<file path="src/rtl/mp_cache_l2_pkg.sv">
// Shared L2 tag-array definitions: geometry, tag entry layout and controller state encoding.
package mp_cache_l2_pkg;

  localparam int unsigned L2_SETS    = 16;
  localparam int unsigned L2_IDX_W   = 4;
  localparam int unsigned L2_ENTRY_W = 24;

  typedef struct packed {
    logic        valid;
    logic        dirty;
    logic [21:0] tag;
  } tag_entry_t;

  typedef enum logic [1:0] {
    INIT  = 2'd0,
    RUN   = 2'd1,
    FLUSH = 2'd2
  } state_e;

endpackage

</file>
<file path="src/rtl/mp_cache_l2_rr_arb2.sv">
// Two-way round-robin arbiter between fill and invalidate writers; combinational grant.
module mp_cache_l2_rr_arb2
  import mp_cache_l2_pkg::*;
(
  input  logic clk,
  input  logic rst,
  input  logic i_en,
  input  logic i_req_fill,
  input  logic i_req_inv,
  output logic o_gnt_fill,
  output logic o_gnt_inv
);

  logic r_last_inv;

  // On a tie the requester that did not win last time is served.
  always_comb begin
    o_gnt_fill = 1'b0;
    o_gnt_inv  = 1'b0;
    if (i_en) begin
      if (i_req_fill && (!i_req_inv || r_last_inv)) begin
        o_gnt_fill = 1'b1;
      end else if (i_req_inv) begin
        o_gnt_inv = 1'b1;
      end
    end
  end

  always_ff @(posedge clk) begin
    if (rst) begin
      r_last_inv <= 1'b1;
    end else if (o_gnt_fill) begin
      r_last_inv <= 1'b0;
    end else if (o_gnt_inv) begin
      r_last_inv <= 1'b1;
    end
  end

endmodule

</file>
<file path="src/rtl/mp_cache_l2_tag_ctrl.sv">
// L2 tag SRAM controller: init/flush sweeps and arbitrated writes on port0, lookups with write bypass on port1.
module mp_cache_l2_tag_ctrl
  import mp_cache_l2_pkg::*;
#(
  parameter int unsigned SETS    = L2_SETS,
  parameter int unsigned IDX_W   = L2_IDX_W,
  parameter int unsigned ENTRY_W = L2_ENTRY_W
) (
  input  logic               clk,
  input  logic               rst,
  input  logic               lkp_valid,
  input  logic [IDX_W-1:0]   lkp_idx,
  output logic               lkp_ready,
  output logic               lkp_rvalid,
  output logic [ENTRY_W-1:0] lkp_rdata,
  input  logic               fill_valid,
  input  logic [IDX_W-1:0]   fill_idx,
  input  logic [ENTRY_W-1:0] fill_data,
  output logic               fill_ready,
  input  logic               inv_valid,
  input  logic [IDX_W-1:0]   inv_idx,
  output logic               inv_ready,
  input  logic               flush_req,
  output logic               flush_busy,
  output logic               flush_done,
  output logic               init_done,
  output logic               sram_csb0,
  output logic               sram_web0,
  output logic [IDX_W-1:0]   sram_addr0,
  output logic [ENTRY_W-1:0] sram_din0,
  output logic               sram_csb1,
  output logic [IDX_W-1:0]   sram_addr1,
  input  logic [ENTRY_W-1:0] sram_dout1
);

  state_e             r_state;
  logic [IDX_W-1:0]   r_cnt;
  logic               r_flush_done;
  logic               r_init_done;
  logic               r_flush_busy;
  logic               r_rvalid;
  logic               r_byp_hit;
  logic [ENTRY_W-1:0] r_byp_data;

  logic               w_run;
  logic               w_sweep;
  logic               w_last;
  logic               w_flush_go;
  logic               w_arb_en;
  logic               w_lkp_acc;
  logic               w_gnt_fill;
  logic               w_gnt_inv;
  logic               w_wr_en;
  logic [IDX_W-1:0]   w_wr_idx;
  logic [ENTRY_W-1:0] w_wr_data;
  tag_entry_t         w_inv_entry;

  assign w_inv_entry = '{valid: 1'b0, dirty: 1'b0, tag: '0};

  // All SRAM strobes and readies are held idle while rst is asserted, whatever the state.
  assign w_run      = !rst && (r_state == RUN);
  assign w_sweep    = !rst && (r_state != RUN);
  assign w_last     = (r_cnt == IDX_W'(SETS - 1));
  // The flush_done cycle still sees flush_req high; it must not start a second sweep.
  assign w_flush_go = w_run && flush_req && !r_flush_done;
  assign w_arb_en   = w_run && !w_flush_go;
  assign w_lkp_acc  = w_run && lkp_valid;

  mp_cache_l2_rr_arb2 u_arb (
    .clk        (clk),
    .rst        (rst),
    .i_en       (w_arb_en),
    .i_req_fill (fill_valid),
    .i_req_inv  (inv_valid),
    .o_gnt_fill (w_gnt_fill),
    .o_gnt_inv  (w_gnt_inv)
  );

  always_comb begin
    w_wr_en   = 1'b0;
    w_wr_idx  = '0;
    w_wr_data = '0;
    if (w_sweep) begin
      w_wr_en   = 1'b1;
      w_wr_idx  = r_cnt;
      w_wr_data = ENTRY_W'(w_inv_entry);
    end else if (w_gnt_fill) begin
      w_wr_en   = 1'b1;
      w_wr_idx  = fill_idx;
      w_wr_data = fill_data;
    end else if (w_gnt_inv) begin
      w_wr_en   = 1'b1;
      w_wr_idx  = inv_idx;
      w_wr_data = ENTRY_W'(w_inv_entry);
    end
  end

  assign sram_csb0  = !w_wr_en;
  assign sram_web0  = !w_wr_en;
  assign sram_addr0 = w_wr_idx;
  assign sram_din0  = w_wr_data;
  assign sram_csb1  = !w_lkp_acc;
  assign sram_addr1 = w_lkp_acc ? lkp_idx : '0;

  assign fill_ready = w_gnt_fill;
  assign inv_ready  = w_gnt_inv;
  assign lkp_ready  = w_run;
  assign lkp_rvalid = r_rvalid;
  assign lkp_rdata  = r_byp_hit ? r_byp_data : sram_dout1;
  assign flush_busy = r_flush_busy;
  assign flush_done = r_flush_done;
  assign init_done  = r_init_done;

  always_ff @(posedge clk) begin
    if (rst) begin
      r_state      <= INIT;
      r_cnt        <= '0;
      r_flush_done <= 1'b0;
      r_init_done  <= 1'b0;
      r_flush_busy <= 1'b1;
      r_rvalid     <= 1'b0;
      r_byp_hit    <= 1'b0;
      r_byp_data   <= '0;
    end else begin
      r_flush_done <= 1'b0;
      r_rvalid     <= w_lkp_acc;
      // The SRAM commits this write one edge too late for a same-cycle lookup to see it.
      r_byp_hit    <= w_lkp_acc && w_wr_en && (w_wr_idx == lkp_idx);
      r_byp_data   <= w_wr_data;
      unique case (r_state)
        INIT: begin
          r_cnt <= r_cnt + 1'b1;
          if (w_last) begin
            r_state      <= RUN;
            r_cnt        <= '0;
            r_init_done  <= 1'b1;
            r_flush_busy <= 1'b0;
          end
        end
        RUN: begin
          if (w_flush_go) begin
            r_state      <= FLUSH;
            r_cnt        <= '0;
            r_flush_busy <= 1'b1;
          end
        end
        FLUSH: begin
          r_cnt <= r_cnt + 1'b1;
          if (w_last) begin
            r_state      <= RUN;
            r_cnt        <= '0;
            r_flush_busy <= 1'b0;
            r_flush_done <= 1'b1;
          end
        end
        default: begin
          r_state <= INIT;
          r_cnt   <= '0;
        end
      endcase
    end
  end

endmodule

</file>
<file path="config.mk">
export PLATFORM = sky130hd
export DESIGN_NAME = mp_cache_l2_tag_ctrl
export DESIGN_NICKNAME = d
export VERILOG_FILES = /design/src/rtl/mp_cache_l2_pkg.sv /design/src/rtl/mp_cache_l2_rr_arb2.sv /design/src/rtl/mp_cache_l2_tag_ctrl.sv
export SDC_FILE = /design/constraint.sdc
export NUM_CORES = 1
export LEC_CHECK = 0
export CORE_AREA = 2 2 74 76
export DETAILED_ROUTE_END_ITERATION = 7
export DIE_AREA = 0 0 76 78
export GPL_TIMING_DRIVEN = 0
export PLACE_DENSITY = 0.93
export SETUP_SLACK_MARGIN = 0.2
export SYNTH_ARGS = -nofsm -noshare
export SYNTH_HDL_FRONTEND = slang
export SYNTH_SLANG_ARGS = --single-unit
</file>
<file path="constraint.sdc">
create_clock -name clk -period 3.5 [get_ports clk]
set_input_delay 0.525 -clock clk [delete_from_list [all_inputs] [get_ports clk]]
set_output_delay 0.525 -clock clk [all_outputs]
set_load 0.02 [all_outputs]
</file>
==> results of run 1 <==
==> cells in the final DEF, fill, tap and decap left out, types with 3 or more instances in the layout <==
cell and n:
clkdlybuf4s50_1 127, nand2_1 6, nand2b_1 4, clkbuf_1 6, and3_1 4, nor2_1 12
mux2_2 24, buf_2 7, a32oi_1 3, buf_4 4, clkbuf_8 5, o21ai_1 4
and2_1 50, dfxtp_1 36
==> cells in the mapped netlist (2+ instances only) <==
master / n / area, µm²
and2_1: 50 / 313
dfxtp_1: 36 / 721
mux2_2: 24 / 270
nor2_1: 12 / 45.0
buf_2: 7 / 35.0
nand2_1: 6 / 22.5
clkbuf_1: 5 / 18.8
nand2b_1: 5 / 31.3
and3_1: 4 / 25.0
o21ai_1: 4 / 20.0
a32oi_1: 3 / 26.3
a21boi_1: 2 / 15.0
a21o_1: 2 / 15.0
a21oi_1: 2 / 10.0
a22oi_1: 2 / 15.0
a311oi_1: 2 / 17.5
a31oi_1: 2 / 12.5
inv_1: 2 / 7.51
nand3_1: 2 / 10.0
nor2b_1: 2 / 12.5
xnor2_1: 2 / 17.5
==> per-stage QoR <==
step / area (µm²) / instances
floorplan: 1900 / 202
global placement: 3280 / 401
global route: 3420 / 412
CTS: 3390 / 409
detailed placement: 3280 / 401
finish: 3420 / 412
==> how the worst max path moves through the flow <==
stage               startpoint            end  slack [ns]  depth (start not counted)
floorplan                  rst      sram_web0        0.84                          7
global placement     flush_req      sram_web0        0.16                          8
detailed placement   flush_req      sram_web0         0.1                          8
CTS                  inv_valid      sram_web0        0.22                          8
global route         inv_valid   sram_din0[7]        0.24                          7
finish               inv_valid  sram_addr0[3]        0.33                          6
==> power by group through the flow <==
stage               logic, mW  registers (mW)  clock network [mW]
finish                  0.186           0.416               0.354
global route            0.198           0.416               0.381
CTS                     0.187           0.415               0.364
detailed placement      0.186           0.425                   0
global placement        0.182           0.425                   0
floorplan              0.0689           0.424                   0
==> cell type report <==
cell class / count / share of cell area [%]
repair buffers: 132 / 38.6
multi-input cells: 150 / 32.6
flip-flops and latches: 36 / 21.1
well taps: 70 / 2.56
clock buffers: 6 / 2.12
plain buffers: 14 / 1.90
clock inverters: 2 / 1.02
inverters: 2 / 0.219
==> layer usage <==
metal,up-vias,track usage [%],share of wire [%]
met2,125,35.6,49
li1,985,-,-
met3,5,5.23,8.5
met1,923,23.7,42
met5,-,0,0
met4,0,6.55,0.85
==> critical path, delay by kind of cell <==
family / cells / cell delay (ns)
buffers and inverters: 2 / 1.13
and+or+nand+nor: 2 / 0.46
AOI/OAI and AO/OA: 2 / 0.53
==> cells by family (layout without fill, tap and decap cells) <==
group	Yosys count	in the layout
AOI/OAI and AO/OA	31	31
muxes	24	24
and+or+nand+nor	91	91
xor gates and xnor gates	3	3
DFF	36	36
buffers and inverters	16	156
adders and majority gates	1	1
==> state kept, by name, summed over array words and instances (netlist names) <==
signal / count
r_byp_data: 24
r_byp_hit: 1
lkp_rvalid: 1
init_done: 1
u_arb.r_last_inv: 1
flush_done: 1
flush_busy: 1
r_cnt: 4
r_state: 2
==> what timing repair did <==
| item | in CTS | in global routing |
|---|---|---|
| gates resized for setup | 2 | 2 |
| hold endpoints to repair | 0 | 0 |
| cloned | 0 | 0 |
| setup endpoints to repair | 2 | 9 |
| setup buffers | 0 | 3 |
| pin swaps | 0 | 0 |
==> results.py, run 1 <==
metrics = {
    "floorplan": {
        "core_um2": 5040,
        "start_util_pct": 37.7,
        "io_pins": 132,
        "rows": 26,
        "die_y_um": 78,
        "die_w_um": 76,
        "dieArea_um2": 5930,
    },
    "synth": {
        "syn_avg_cell_area_um2": 9.40,
        "async_reset_ff_share_pct": 0,
        "synthSimpleGateAreaFrac_pct": 29.5,
        "postSynthCellCount": 202,
        "yosysWarnings": 0,
        "synth_edf_count": 0,
        "ys_seq_area_share_pct": 37.9,
        "syn_nets": 269,
        "synth_compound_area_share_pct": 12.5,
        "synthXorXnorAreaFrac_pct": 1.38,
        "ys.flop_type": "dfxtp_1",
        "ys_seq_elements": 36,
        "synthAdderAreaFrac_pct": 0.659,
        "synth_top_family_by_area": "simple AND/OR/NAND/NOR gates",
        "synth_cell_type_count": 47,
        "syn_area_um2": 1900,
        "synth_mux_area_share_pct": 14.2,
    },
    "global_routing": {
        "antenna_found_initial": 0,
        "track_usage_pct": 20.1,
        "grt_max_degree": 12,
        "grt_overflow_total": 0,
        "grt_pass1_wl_um": 9660,
        "first_global_vias": 2016,
    },
    "worst_setup_path": {
        "worstSetupPathType": "in2out",
        "arrival_ns": 2.64,
        "crit_path_frequent_cell": "clkdlybuf4s50_1",
        "path_max_fanout": 5,
        "crit_chain": "clkdlybuf4s50_1 -> a21boi_1 -> and3_1 -> a22oi_1 -> nand2_1 -> clkdlybuf4s50_1",
        "worstRegToRegCells": 6,
        "r2r_slack_ns": 1.67,
        "slowest_delay_ns": 0.62,
        "slowest_stage": "clkdlybuf4s50_1",
        "crit_required_ns": 2.97,
        "endpoint_kind": "output pin",
        "crit_path_start_kind": "input pin",
        "reg2reg_to": "r_byp_hit",
        "reg2reg_from": "r_state[0]",
    },
    "place": {
        "place_ws_ns": 0.0955,
        "gp_congestion": 0.948,
        "dp_hpwl_um": 4740,
        "port_buffers": 129,
    },
    "final_layout": {
        "multiInputGateArea_um2": 1110,
        "fill_cells": 379,
        "final_util_pct": 67.8,
        "syn_to_final_growth_pct": 80.1,
        "n_antenna_cell": 0,
        "seq_area_um2": 721,
        "drive_gt1_share_pct": 14.3,
        "fin_nets": 408,
    },
    "min_path": {
        "hold_depth": 2,
        "holdPathEnd": "init_done",
        "hold_class": "reg2reg",
        "hp-start": "init_done",
    },
    "sta": {
        "relSlewSlack_pct": 61.3,
        "fmax_mhz": 316,
        "worst_clock_skew_ns": 0.0102,
        "tns_ns": 0,
        "setup_ws_ns": 0.332,
        "rsz0062_at_grt": "no",
        "fin_crit_ns": 3.17,
        "worst_pin_slew_ns": 0.580,
        "finalHoldViolations": 0,
        "fin_crit_sh_pct": 90.5,
        "hold_slack_ns": 0.515,
        "drv_slew": 0,
        "setup_viol": 0,
    },
    "power_and_ir_drop": {
        "netSwitchingPower_mw": 0.216,
        "p_per_area_nw_per_um2": 279,
        "p_leak_nw": 1.36,
        "p_clk_share_pct": 37.0,
        "seq_power_share_pct": 43.5,
        "swShare_pct": 22.6,
        "intPower_mw": 0.740,
        "comb_power_share_pct": 19.5,
        "power_mw": 0.956,
        "vdd.ir_drop.worst_v": 0.000201,
    },
    "status": {
        "status": "complete, no violations",
    },
    "cts": {
        "cts_root_buf": "clkbuf_8",
        "cts_made_buffers": 5,
        "clock-sinks": 36,
        "insertion_delay_ns": 0.28,
        "cts_max_level": 2,
        "max-clock-path-buffers": 2,
        "cts_tree": "built",
        "path_clk_slew_ns": 0.07,
        "holdBufCountCts": 0,
    },
    "detailed_routing": {
        "routedWlPerCell_um": 14.5,
        "wirelength_um": 5970,
        "detail-route-antenna-nets": 0,
        "num_vias": 2038,
        "via_per_inst": 4.95,
        "drc": 0,
        "drt-initial-drc-count": 69,
        "dr.pass1.iters": 4,
    },
    "flow_run": {
        "cap_viol_max_count": 0,
    },
}
(Power assumes the default switching activity.)
==> run 2, diff against run 1 <==
--- a/config.mk
+++ b/config.mk
@@ -5,11 +5,10 @@
 export SDC_FILE = /design/constraint.sdc
 export NUM_CORES = 1
 export LEC_CHECK = 0
-export CORE_AREA = 2 2 74 76
+export CORE_AREA = 5 5 106 58
 export DETAILED_ROUTE_END_ITERATION = 7
-export DIE_AREA = 0 0 76 78
-export GPL_TIMING_DRIVEN = 0
-export PLACE_DENSITY = 0.93
+export DIE_AREA = 0 0 111 63
+export PLACE_DENSITY = 0.94
 export SETUP_SLACK_MARGIN = 0.2
 export SYNTH_ARGS = -nofsm -noshare
 export SYNTH_HDL_FRONTEND = slang
==> results.py, run 2 (synthesis gave the netlist of run 1 again) <==
metrics = {
    "sta": {
        "setup_ws_ns": 0.329,
        "relSlewSlack_pct": 63.1,
        "drv_slew": 0,
        "fin_crit_ns": 3.17,
        "worst_pin_slew_ns": 0.552,
        "fin_crit_sh_pct": 90.6,
        "tns_ns": 0,
        "setup_viol": 0,
        "rsz0062_at_grt": "no",
        "fmax_mhz": 315,
        "worst_clock_skew_ns": 0.00404,
        "finalHoldViolations": 0,
    },
    "min_path": {
        "hp-start": "init_done",
        "hold_depth": 2,
        "holdPathEnd": "init_done",
        "hold_class": "reg2reg",
    },
    "power_and_ir_drop": {
        "netSwitchingPower_mw": 0.211,
        "comb_power_share_pct": 20.8,
        "p_clk_share_pct": 33.7,
        "seq_power_share_pct": 45.5,
        "p_per_area_nw_per_um2": 271,
        "intPower_mw": 0.706,
        "swShare_pct": 23.0,
        "p_leak_nw": 1.30,
        "vdd.ir_drop.worst_v": 0.000139,
        "power_mw": 0.917,
    },
    "final_layout": {
        "drive_gt1_share_pct": 12.7,
        "largest_register": "r_byp_data",
        "mostFrequentLayoutCell": "clkdlybuf4s50_1",
        "largest_reg_flops": 24,
        "design_area_um2": 3390,
        "reg_top3": "r_byp_data: 24 flops, r_cnt: 4 flops, r_state: 2 flops",
        "syn_to_final_growth_pct": 78.3,
        "final_cell_mix": "clkdlybuf4s50_1, and2_1, dfxtp_1",
        "n_antenna_cell": 0,
        "fin_nets": 398,
    },
    "detailed_routing": {
        "wirelength_um": 6750,
        "num_vias": 1978,
        "routedWlPerCell_um": 16.7,
        "detail-route-antenna-nets": 0,
        "dr.pass1.iters": 4,
        "drc": 0,
        "drt-initial-drc-count": 125,
        "via_per_inst": 4.90,
    },
    "place": {
        "postPlaceCellArea_um2": 3290,
        "dp_hpwl_um": 5470,
        "port_buffers": 131,
        "place_ws_ns": 0.303,
        "gp_congestion": 0.916,
    },
    "worst_setup_path": {
        "cp_num_buf_inv": 2,
        "reg2reg_to": "r_byp_hit",
        "crit_path_frequent_cell": "clkdlybuf4s50_1",
        "worstSetupPathType": "in2out",
        "endpoint_kind": "output pin",
        "crit_required_ns": 2.97,
        "worstRegToRegCells": 6,
        "slowest_delay_ns": 0.63,
        "crit_path_start_kind": "input pin",
        "reg2reg_from": "r_state[0]",
        "critPathTopFamily": "buffers and inverters",
        "crit_chain": "clkdlybuf4s50_1 -> a21boi_2 -> and3_1 -> a22oi_1 -> nand2_1 -> clkdlybuf4s50_1",
        "r2r_slack_ns": 1.59,
        "path_max_fanout": 9,
        "slowest_stage": "clkdlybuf4s50_1",
        "arrival_ns": 2.65,
    },
    "flow_run": {
        "cap_viol_max_count": 0,
    },
    "floorplan": {
        "die_y_um": 63,
        "dieArea_um2": 6990,
        "rows": 19,
        "die_w_um": 111,
        "io_pins": 132,
        "core_um2": 5210,
        "start_util_pct": 36.5,
    },
    "status": {
        "status": "complete, no violations",
    },
    "cts": {
        "cts_max_level": 2,
        "max-clock-path-buffers": 2,
        "cts_root_buf": "clkbuf_8",
        "post_cts.repair.setup_buffers": 0,
        "cts_made_buffers": 5,
        "cts_tree": "built",
        "clock-sinks": 36,
        "insertion_delay_ns": 0.27,
        "path_clk_slew_ns": 0.06,
    },
    "global_routing": {
        "grt_pass1_wl_um": 11000,
        "grt_max_degree": 54,
        "grt_overflow_total": 0,
        "antenna_found_initial": 0,
        "track_usage_pct": 19.5,
        "first_global_vias": 2096,
    },
}
[run 2: cell count changes in the layout (fill, tap and decap cells not counted), sizes merged]
cell           previous run  this run
bufinv                    1         0
clkdlybuf4s50           127       131
dlymetal6s2s              2         0
buf                      12         5
clkinv                    1         0
clkbuf                   11         7
[run 2: worst register-to-register path, delay by kind of cell, from the launching register on]
family | cells | cell delay (ns)
AOI/OAI and AO/OA | 2 | 0.61
and+or+nand+nor | 3 | 0.53
DFF | 1 | 0.46
buffers and inverters | 1 | 0.21
[run 2: final cells by class]
class,instances,area (µm²)
fillers,436,1820
flip-flops and latches,36,721
multi-input cells,150,1110
repair buffers,136,1360
clock buffers,7,96.3
inverters,2,7.51
well taps,73,91.3
[run 2: timing repair]
action / CTS / global route
resized for setup: 0 / 1
hold buffers: 0 / 0
hold endpoints to repair: 0 / 0
setup endpoints to repair: 0 / 1
[run 2: how the worst max path moves through the flow]
stage	startpoint	endpoint	slack (ns)	cells past startpoint
after detailed placement	fill_valid	sram_addr0[3]	0.30	6
after global placement	fill_valid	sram_addr0[3]	0.40	6
after global routing	rst	sram_addr0[1]	0.21	6
after floorplan	rst	sram_web0	0.84	7
after CTS	fill_valid	sram_addr0[3]	0.29	6
final	fill_valid	sram_addr0[3]	0.33	6
[run 2: power by group through the flow]
stage	Combinational [mW]	Sequential (mW)	Clock, mW
4_1_cts	0.190	0.417	0.321
5_1_grt	0.201	0.417	0.347
6_report	0.191	0.417	0.309
2_1_floorplan	0.0689	0.424	0
3_5_place_dp	0.188	0.426	0
3_3_place_gp	0.185	0.426	0
[run 2: routing by layer]
metal  wire [µm]  track usage, %  vias to the layer above
met3         617            7.74                        6
met1        2900            23.1                      921
li1            -               -                      963
met2        3180            33.4                       88
met5           0               0                        -
met4          56            4.30                        0
[run 2: per-stage QoR]
step | hold slack [ns] | utilization (%) | instances
detailed placement | 0.472 | 63.1 | 397
CTS | 0.490 | 65.0 | 404
floorplan | 0.502 | - | 202
finish | 0.485 | 65.1 | 404
global route | 0.537 | 65.1 | 404
global placement | 0.472 | 63.1 | 397
==> run 3, diff against run 2 <==
==> constraint.sdc (replaced) <==
create_clock -name clk -period 3.5 [get_ports clk]
set_input_delay 0.525 -clock clk [delete_from_list [all_inputs] [get_ports clk]]
set_output_delay 0.525 -clock clk [all_outputs]
set_load 0.01 [all_outputs]
==> results.py, run 3 (synthesis gave the netlist of run 1 again) <==
metrics = {
    "global_routing": {
        "antenna_found_initial": 0,
        "grt_overflow_total": 0,
        "track_usage_pct": 19.1,
        "grt_max_degree": 53,
        "first_global_vias": 2045,
        "grt_pass1_wl_um": 10800,
    },
    "worst_setup_path": {
        "crit_chain": "clkdlybuf4s50_1 -> a21boi_1 -> and3_1 -> a22oi_1 -> nand2_1 -> clkdlybuf4s50_1",
        "worstSetupPathType": "in2out",
        "crit_required_ns": 2.97,
        "crit_path_start_kind": "input pin",
        "endpoint_kind": "output pin",
        "slowest_stage": "clkdlybuf4s50_1",
        "worstRegToRegCells": 6,
        "slowest_delay_ns": 0.57,
        "crit_path_frequent_cell": "clkdlybuf4s50_1",
        "path_max_fanout": 9,
        "arrival_ns": 2.52,
    },
    "sta": {
        "relSlewSlack_pct": 66.8,
        "tns_ns": 0,
        "fmax_mhz": 328,
        "fin_crit_ns": 3.05,
        "worst_pin_slew_ns": 0.496,
        "worst_clock_skew_ns": 0.00198,
        "setup_viol": 0,
        "drv_slew": 0,
        "rsz0062_at_grt": "no",
        "fin_crit_sh_pct": 87.1,
        "finalHoldViolations": 0,
        "hold_slack_ns": 0.477,
        "setup_ws_ns": 0.452,
    },
    "final_layout": {
        "instances_no_fill": 403,
        "n_antenna_cell": 0,
        "reg_top3": "r_byp_data: 24 flops, r_cnt: 4 flops, r_state: 2 flops",
        "syn_to_final_growth_pct": 76.7,
        "drive_gt1_share_pct": 11.8,
        "largest_reg_flops": 24,
        "fill_cells": 439,
        "mostFrequentLayoutCell": "clkdlybuf4s50_1",
        "final_cell_mix": "clkdlybuf4s50_1, and2_1, dfxtp_1",
        "largest_register": "r_byp_data",
        "fin_nets": 397,
    },
    "cts": {
        "holdBufCountCts": 0,
        "cts_resized": 0,
        "max-clock-path-buffers": 2,
        "cts_made_buffers": 5,
        "cts_max_level": 2,
        "cts_root_buf": "clkbuf_8",
        "post_cts.repair.setup_buffers": 0,
        "clock-sinks": 36,
        "insertion_delay_ns": 0.27,
        "cts_tree": "built",
        "path_clk_slew_ns": 0.07,
    },
    "floorplan": {
        "start_util_pct": 36.5,
        "io_pins": 132,
        "die_y_um": 63,
        "die_w_um": 111,
        "dieArea_um2": 6990,
        "core_um2": 5210,
        "rows": 19,
    },
    "detailed_routing": {
        "routedWlPerCell_um": 16.4,
        "drt-initial-drc-count": 171,
        "detail-route-antenna-nets": 0,
        "wirelength_um": 6620,
        "drc": 0,
        "num_vias": 1963,
        "via_per_inst": 4.87,
        "dr.pass1.iters": 4,
    },
    "place": {
        "gp_congestion": 0.910,
        "placedCellCount": 396,
        "dp_hpwl_um": 5350,
        "port_buffers": 131,
        "place_ws_ns": 0.467,
    },
    "power_and_ir_drop": {
        "vdd.ir_drop.worst_v": 0.000134,
        "p_per_area_nw_per_um2": 256,
        "p_leak_nw": 1.29,
    },
    "min_path": {
        "hold_class": "reg2reg",
        "hold_depth": 2,
    },
    "flow_run": {
        "cap_viol_max_count": 0,
    },
    "status": {
        "status": "complete, no violations",
    },
}
run 3: cell count changes in the layout (fill, tap and decap cells not counted), sizes merged:
| cell | delta |
|---|---|
| buf | -1 |
| clkbuf | -1 |
| clkinv | +1 |
run 3: critical path, delay by kind of cell:
| kind | cells | cell delay (ns) |
|---|---|---|
| AO/OA/AOI/OAI | 2 | 0.50 |
| AND/OR/NAND/NOR | 2 | 0.39 |
| buffers and inverters | 2 | 1.10 |
run 3: stage by stage:
stage,power [mW],instance area (µm²),utilization [%]
floorplan,0.479,1900,-
global placement,0.595,3280,63.0
detailed placement,0.600,3280,63.0
CTS,0.872,3360,64.5
global route,0.905,3360,64.5
finish,0.860,3360,64.5
run 3: layout make-up:
| cell class | count | area (µm²) | share of cell area, % |
|---|---|---|---|
| well taps | 73 | 91.3 | 2.72 |
| inverters | 2 | 7.51 | 0.224 |
| repair buffers | 135 | 1350 | 40.3 |
| multi-input cells | 150 | 1110 | 32.9 |
| clock buffers | 6 | 72.6 | 2.16 |
| flip-flops and latches | 36 | 721 | 21.5 |
| clock inverters | 1 | 5.00 | 0.149 |
run 3: final timing paths:
check                           slack (ns)             to  startpoint
worst max-delay path                  0.45  sram_addr0[3]  fill_valid
worst max register to register        1.59      r_byp_hit  r_state[0]
worst min register to register        0.48      init_done   init_done
worst min-delay path                  0.48      init_done   init_done
run 3: metal layers:
layer / track usage, % / part of all wire (%)
met4: 4.30 / 1.4
met1: 23.7 / 43
met5: 0 / 0
met2: 32.3 / 47
met3: 6.38 / 9.1
run 3: report_power, final:
| group | leakage, nW | switching, mW | total [mW] | internal, mW |
|---|---|---|---|---|
| combinational | 0.956 | 0.0569 | 0.174 | 0.117 |
| sequential | 0.291 | 0.00518 | 0.418 | 0.413 |
| clock | 0.0410 | 0.134 | 0.269 | 0.135 |
| total | 1.29 | 0.196 | 0.860 | 0.665 |
